==> src/rtl/fetch_unit.sv <==
// Dual-issue fetch stage: PC generation, paired instruction-memory requests and a
// circular fetch queue feeding decode, with flush-and-restart on a taken branch.
module fetch_unit #(
  parameter int unsigned PC_W    = 16,
  parameter int unsigned INSTR_W = 32,
  parameter int unsigned QDEPTH  = 4
) (
  input  logic                 clk,
  input  logic                 reset,
  input  logic                 isbranchtaken,
  input  logic [PC_W-1:0]      branchpc,
  output logic                 imem_req,
  output logic [PC_W-1:0]      imem_addr,
  input  logic [2*INSTR_W-1:0] imem_rdata,
  output logic                 out_valid,
  input  logic                 out_ready,
  output logic [PC_W-1:0]      out_pc,
  output logic [INSTR_W-1:0]   out_instr0,
  output logic [INSTR_W-1:0]   out_instr1
);

  localparam int unsigned PtrW = $clog2(QDEPTH);
  localparam int unsigned CntW = $clog2(QDEPTH + 1);

  logic [PC_W-1:0]    pc_q;
  logic [PC_W-1:0]    tag_q;
  logic               inflight_q;
  logic [CntW-1:0]    count_q;
  logic [PtrW-1:0]    head_q;
  logic [PtrW-1:0]    tail_q;
  logic [PC_W-1:0]    q_pc_q [QDEPTH];
  logic [INSTR_W-1:0] q_i0_q [QDEPTH];
  logic [INSTR_W-1:0] q_i1_q [QDEPTH];

  logic [CntW:0] occ;
  logic          issue_ok;
  logic          enq;
  logic          deq;

  always_comb begin
    // Occupancy counts the outstanding response but not a same-cycle dequeue, so
    // imem_req never depends on out_ready.
    occ       = {1'b0, count_q} + {{CntW{1'b0}}, inflight_q};
    issue_ok  = occ < (CntW + 1)'(QDEPTH);
    imem_req  = ~reset & (isbranchtaken | issue_ok);
    imem_addr = reset ? '0 : (isbranchtaken ? branchpc : pc_q);
    out_valid = ~isbranchtaken & (count_q != '0);
    deq       = out_valid & out_ready;
    enq       = inflight_q & ~isbranchtaken;
    out_pc    = q_pc_q[head_q];
    out_instr0 = q_i0_q[head_q];
    out_instr1 = q_i1_q[head_q];
  end

  always_ff @(posedge clk or posedge reset) begin
    if (reset) begin
      pc_q       <= '0;
      tag_q      <= '0;
      inflight_q <= 1'b0;
      count_q    <= '0;
      head_q     <= '0;
      tail_q     <= '0;
      for (int i = 0; i < int'(QDEPTH); i++) begin
        q_pc_q[i] <= '0;
        q_i0_q[i] <= '0;
        q_i1_q[i] <= '0;
      end
    end else if (isbranchtaken) begin
      // Flush: the in-flight response and any head advance are dropped.
      count_q    <= '0;
      head_q     <= '0;
      tail_q     <= '0;
      inflight_q <= 1'b1;
      tag_q      <= branchpc;
      pc_q       <= branchpc + PC_W'(2);
    end else begin
      inflight_q <= issue_ok;
      if (issue_ok) begin
        tag_q <= pc_q;
        pc_q  <= pc_q + PC_W'(2);
      end
      if (enq) begin
        q_pc_q[tail_q] <= tag_q;
        q_i0_q[tail_q] <= imem_rdata[INSTR_W-1:0];
        q_i1_q[tail_q] <= imem_rdata[2*INSTR_W-1:INSTR_W];
        tail_q         <= tail_q + PtrW'(1);
      end
      if (deq) begin
        head_q <= head_q + PtrW'(1);
      end
      if (enq && !deq) begin
        count_q <= count_q + CntW'(1);
      end else if (!enq && deq) begin
        count_q <= count_q - CntW'(1);
      end
    end
  end

endmodule

==> config.mk <==
export PLATFORM = sky130hd
export DESIGN_NAME = fetch_unit
export DESIGN_NICKNAME = d
export VERILOG_FILES = /design/src/rtl/fetch_unit.sv
export SDC_FILE = /design/constraint.sdc
export NUM_CORES = 1
export LEC_CHECK = 0
export CORE_MARGIN = 4
export CORE_UTILIZATION = 60
export CTS_CLUSTER_DIAMETER = 60
export CTS_CLUSTER_SIZE = 40
export DETAILED_ROUTE_END_ITERATION = 7
export PLACE_DENSITY = 0.8
export SLEW_MARGIN = 20
export SYNTH_ARGS = -nofsm -noshare
export SYNTH_HDL_FRONTEND = slang
export SYNTH_SLANG_ARGS = --single-unit
export TNS_END_PERCENT = 50
==> constraint.sdc <==
create_clock -name clk -period 34.3 [get_ports clk]
set_input_delay 3.43 -clock clk [delete_from_list [all_inputs] [get_ports clk]]
set_output_delay 3.43 -clock clk [all_outputs]
set_load 0.05 [all_outputs]
* Yosys cells after proc, flatten, opt, wreduce, memory -nomap -nowiden
Index checks and enable logic that the tools add are counted.
Cells by class: add/sub/neg operators 7, order comparisons 4, multiplexer cells 30, bitwise gates (word level) 9, reductions and logical operators 11
Operator list (count):
- 128-bit bitwise mux | 2
- 32-bit 2-to-1 mux | 5
- 16-bit 2-to-1 mux | 9
- 32-bit binary-select mux with 2-bit select | 2
- 64-bit bitwise mux | 1
- 32-bit demux with 2-bit select | 1
- 16-bit by 2-bit adder with 16-bit output, second input constant | 2
- 16-bit binary-select mux with 2-bit select | 1
- 16-bit demux with 2-bit select | 1
- 3-bit 2-to-1 mux | 3
- 2-bit 2-to-1 mux | 4
- 3-bit greater-or-equal comparator, second input constant | 2
- 2-bit inverter with 3-bit output | 2
- 2-bit nonzero test | 3
- 3-bit nonzero test | 2
- 2-bit by 1-bit adder with 2-bit output, second input constant | 2
- 3-bit by 1-bit adder with 4-bit output | 1
- 1-bit bitwise AND | 4
- 4-bit by 3-bit < comparator with 1-bit output, second input constant | 1
- 3-bit by 1-bit adder with 3-bit output, second input constant | 1
- 1-bit logical AND | 3
- 3-bit by 1-bit < comparator with 1-bit output, second input constant | 1
- 3-bit by 1-bit subtractor with 3-bit output, second input constant | 1
- 1-bit zero test | 2
- other kinds (4) | 5
Storage, ports and cells: bits in registers 360, input bits 84, output and inout bits 98, logic and storage cells 79

* Depth between registers and ports, before layout
depth in word-level cells 7, depth in mapped cells 11, gate-level depth less buffers 8

* Worst setup path before layout
Ideal clock, no wire load.
kind input -> output, from input port isbranchtaken, to output port imem_addr[8], data arrival time 4882 ps, data required time 30870 ps, setup slack 25988 ps, stages 5, buffers on the path 3, cells stage by stage buf_6 -> buf_4 -> clkbuf_1 -> nand2_1 -> a21oi_1
Between the ends: cells in the longest elaborated chain, start to end 2
RTL lines:
- start: declaration | line 10 | input logic isbranchtaken,
- 16-bit 2-to-1 mux (2 in a row) | line 46 | imem_addr = reset ? '0 : (isbranchtaken ? branchpc : pc_q);
- end: declaration | line 13 | output logic [PC_W-1:0] imem_addr,
No other way between the ends.

* Worst setup path in the final report
from input port isbranchtaken, to output port imem_addr[10]
The elaborated chain is that of the path after synthesis.

==> flow_metrics.tcl <==
set metrics [dict create \
    result_of_the_run "complete, no violations" \
    synth.avg_cell_area_um2 15.69 \
    powerDensity_nw_per_um2 105.8 \
    dieArea_um2 29650 \
    grt_start_max_net_pins 142 \
    synth_warnings 0 \
    cts-hold-fix-buffers 0 \
    synth-edff-count 0 \
    fill_cells 1716 \
    synth_area_leader_cell "dfrtp_1" \
    avgRoutedWirePerCell_um 20.90 \
    grt_pass1_vias 9720 \
    post_cts.resized_instances 0 \
    multi_input_area_um2 6825 \
    worst_hold_path_type "reg -> reg" \
    clock_sink_count 360 \
    fmax_ghz 0.1120 \
    grtUsageTotal_pct 22.14 \
    critical_path_launch_point_type "primary input" \
    drt_first_iter_violations 424 \
    seq_area_um2 9016 \
    final_nets 1277 \
    rsz_0062_raised_after_global_routing "no" \
    cts.path.max_buffers 3 \
    synth_async_sr_flop_share_pct 100.0 \
    final_core_utilization_pct 73.52 \
    criticalPathCategory "in -> out" \
    num_antenna_cells 0 \
    global_route_wire_length_before_repair_um 52450 \
    synth.ff_latch_count 360 \
    grt-ovfl-total 0 \
    netlist_top_cells_area "dfrtp_1 56%, mux2_2 22%, mux4_2 11%" \
    finalCritPeriodShare_pct 26.04 \
    gpl.final_weighted_congestion 0.8185 \
    final_hold_violation_count 0 \
    synth.distinct_cells 45 \
    grt_antenna_before_repair 1 \
    max_slew_margin_pct 34.64 \
    clock_insertion_delay_worst_skew_ns 0.57 \
    fin_skew_ns 0.02339 \
    placement.io_buffers 181 \
    layout.cells.most_common_list "358 x dfrtp_1, 321 x mux2_2, 180 x clkdlybuf4s50_1" \
    placed_cell_area_um2 18190 \
    crit_arrival_ns 5.50 \
    cts_root_buffer "clkbuf_16" \
    highest_net_fanout_along_the_worst_path 60 \
    vdd.ir_drop.worst_mv 0.07601 \
    clkTransAtPathRegs_ns 0.08 \
    fin_tns_setup_ns 0 \
    timing.hold.ws_ns 0.5042 \
    worst_r2r_path_depth 4 \
    flow.area_growth_from_synthesis_pct 19.47 \
    die_height_um 172.2 \
    synth_top_area_share_pct 55.70 \
    drv_cap 0 \
    worstHoldPathCells 1 \
    cts_inserted_buffers 28 \
    start_util_pct 61.54 \
    layout.cells.most_common "dfrtp_1" \
    ctsHtreeMaxLevel 1 \
    power.total_uw 2045 \
    rows 59 \
    setup_violations 0 \
    vias_per_cell 5.957 \
    layout-drive-gt1-share_pct 40.20 \
    max_slew.worst_pin.slew_ns 0.9805 \
    maxSlewViolCount 0 \
    leakagePower_uw 0.008118 \
    synth_sequential_area_ratio_pct 55.70 \
    drt-pass1-iter-count 5 \
    final.min_clock_period_ns 8.932 \
    drt_drc_violations_left 0 \
    synthesis.area_um2 16170 \
    floorplan.io_pins 182 \
    synth-main-ff-cell "dfrtp_1" \
    endpoint_kind "primary output" \
    wl_um 32260 \
    required_ns 30.87 \
    tritoncts "yes" \
    die_x_um 172.2 \
    number_of_standard_cells_after_synthesis 1031 \
    core_area_um2 26280 \
    syn-num-nets 1121 \
    drtAntennaViolNets 0 \
    total_number_of_vias 9197 \
    detailedPlacementHpwl_um 19760 \
    post_route_cell_area_um2 19320 \
    post_cts_setup_inserts 0 \
]
-- worst max-delay path: stages --
cell	delay (ns)
buf_2	0.08
buf_4	0.54
mux2i_1	0.62
nor2_1	0.08
clkdlybuf4s50_1	0.73
-- state kept, by name, summed over array words and instances, names as in the netlist --
signal,cells
count_q,3
head_q,2
inflight_q,1
pc_q,16
q_i0_q,128
q_i1_q,128
q_pc_q,64
tag_q,16
tail_q,2
-- metrics by stage --
stage / worst slack [ns] / instances
5_1_grt: 25.22 / 1544
3_5_place_dp: 25.38 / 1492
2_1_floorplan: 20.51 / 1031
6_report: 25.37 / 1544
3_3_place_gp: 25.38 / 1492
4_1_cts: 25.37 / 1544
-- final cells by class --
class                           count  area share (%)
Sequential cell                   360           46.66
Multi-Input combinational cell    598           35.32
Timing Repair Buffer              190           9.784
Clock buffer                       28           3.626
Clock inverter                     24           2.221
Tap cell                          335           2.169
Inverter                            9          0.2137
-- synthesized netlist by cell type (3+ instances only) --
cell,instances
buf_2,55
dfrtp_1,360
nand4_1,5
nand2_1,31
nand2b_1,8
ha_1,5
mux2_2,321
mux2i_2,3
nand3_1,11
nor2b_1,3
nor2_1,31
mux2i_1,24
inv_1,8
nor3_1,3
mux4_2,80
xor2_1,14
clkbuf_1,4
xnor2_1,8
o21ai_0,8
a21oi_1,21
-- routing by layer --
metal	global-route usage, %	wire (um)	part of all wire (%)
met5	0	13	0.040
met4	4.135	556	1.7
met3	4.710	1766	5.5
met2	37.45	16080	50
met1	30.43	13850	43
-- kinds of logic after synthesis --
kind of cell	share of synthesized area, %
AO/OA/AOI/OAI	1.903
XOR/XNOR	1.191
adder cells (fa/ha/maj)	0.5106
buffers and inverters	2.282
flip-flops	55.70
multiplexers	35.23
AND/OR/NAND/NOR	3.180
-- path summary, 6_finish.rpt --
| path | startpoint | to | slack [ns] |
|---|---|---|---|
| max | isbranchtaken | imem_addr[10] | 25.37 |
| min | q_i1_q[10]$_DFFE_PP0P_ | q_i1_q[10]$_DFFE_PP0P_ | 0.50 |
| max reg2reg | inflight_q$_DFF_PP0_ | q_i0_q[93]$_DFFE_PP0P_ | 31.38 |
| min reg2reg | q_i1_q[10]$_DFFE_PP0P_ | q_i1_q[10]$_DFFE_PP0P_ | 0.50 |
| max in group asynchronous | reset | q_i1_q[89]$_DFFE_PP0P_ | 28.35 |
| min in group asynchronous | reset | pc_q[10]$_DFFE_PP0N_ | 3.96 |
-- power breakdown --
part           leakage, uW  switching (uW)  total (uW)  internal (uW)
clock network     0.000538             196         378            182
registers          0.00432             122         754            632
logic              0.00326             481         912            431
total              0.00812             799        2040           1250
Power figures use the tool's default switching activity.
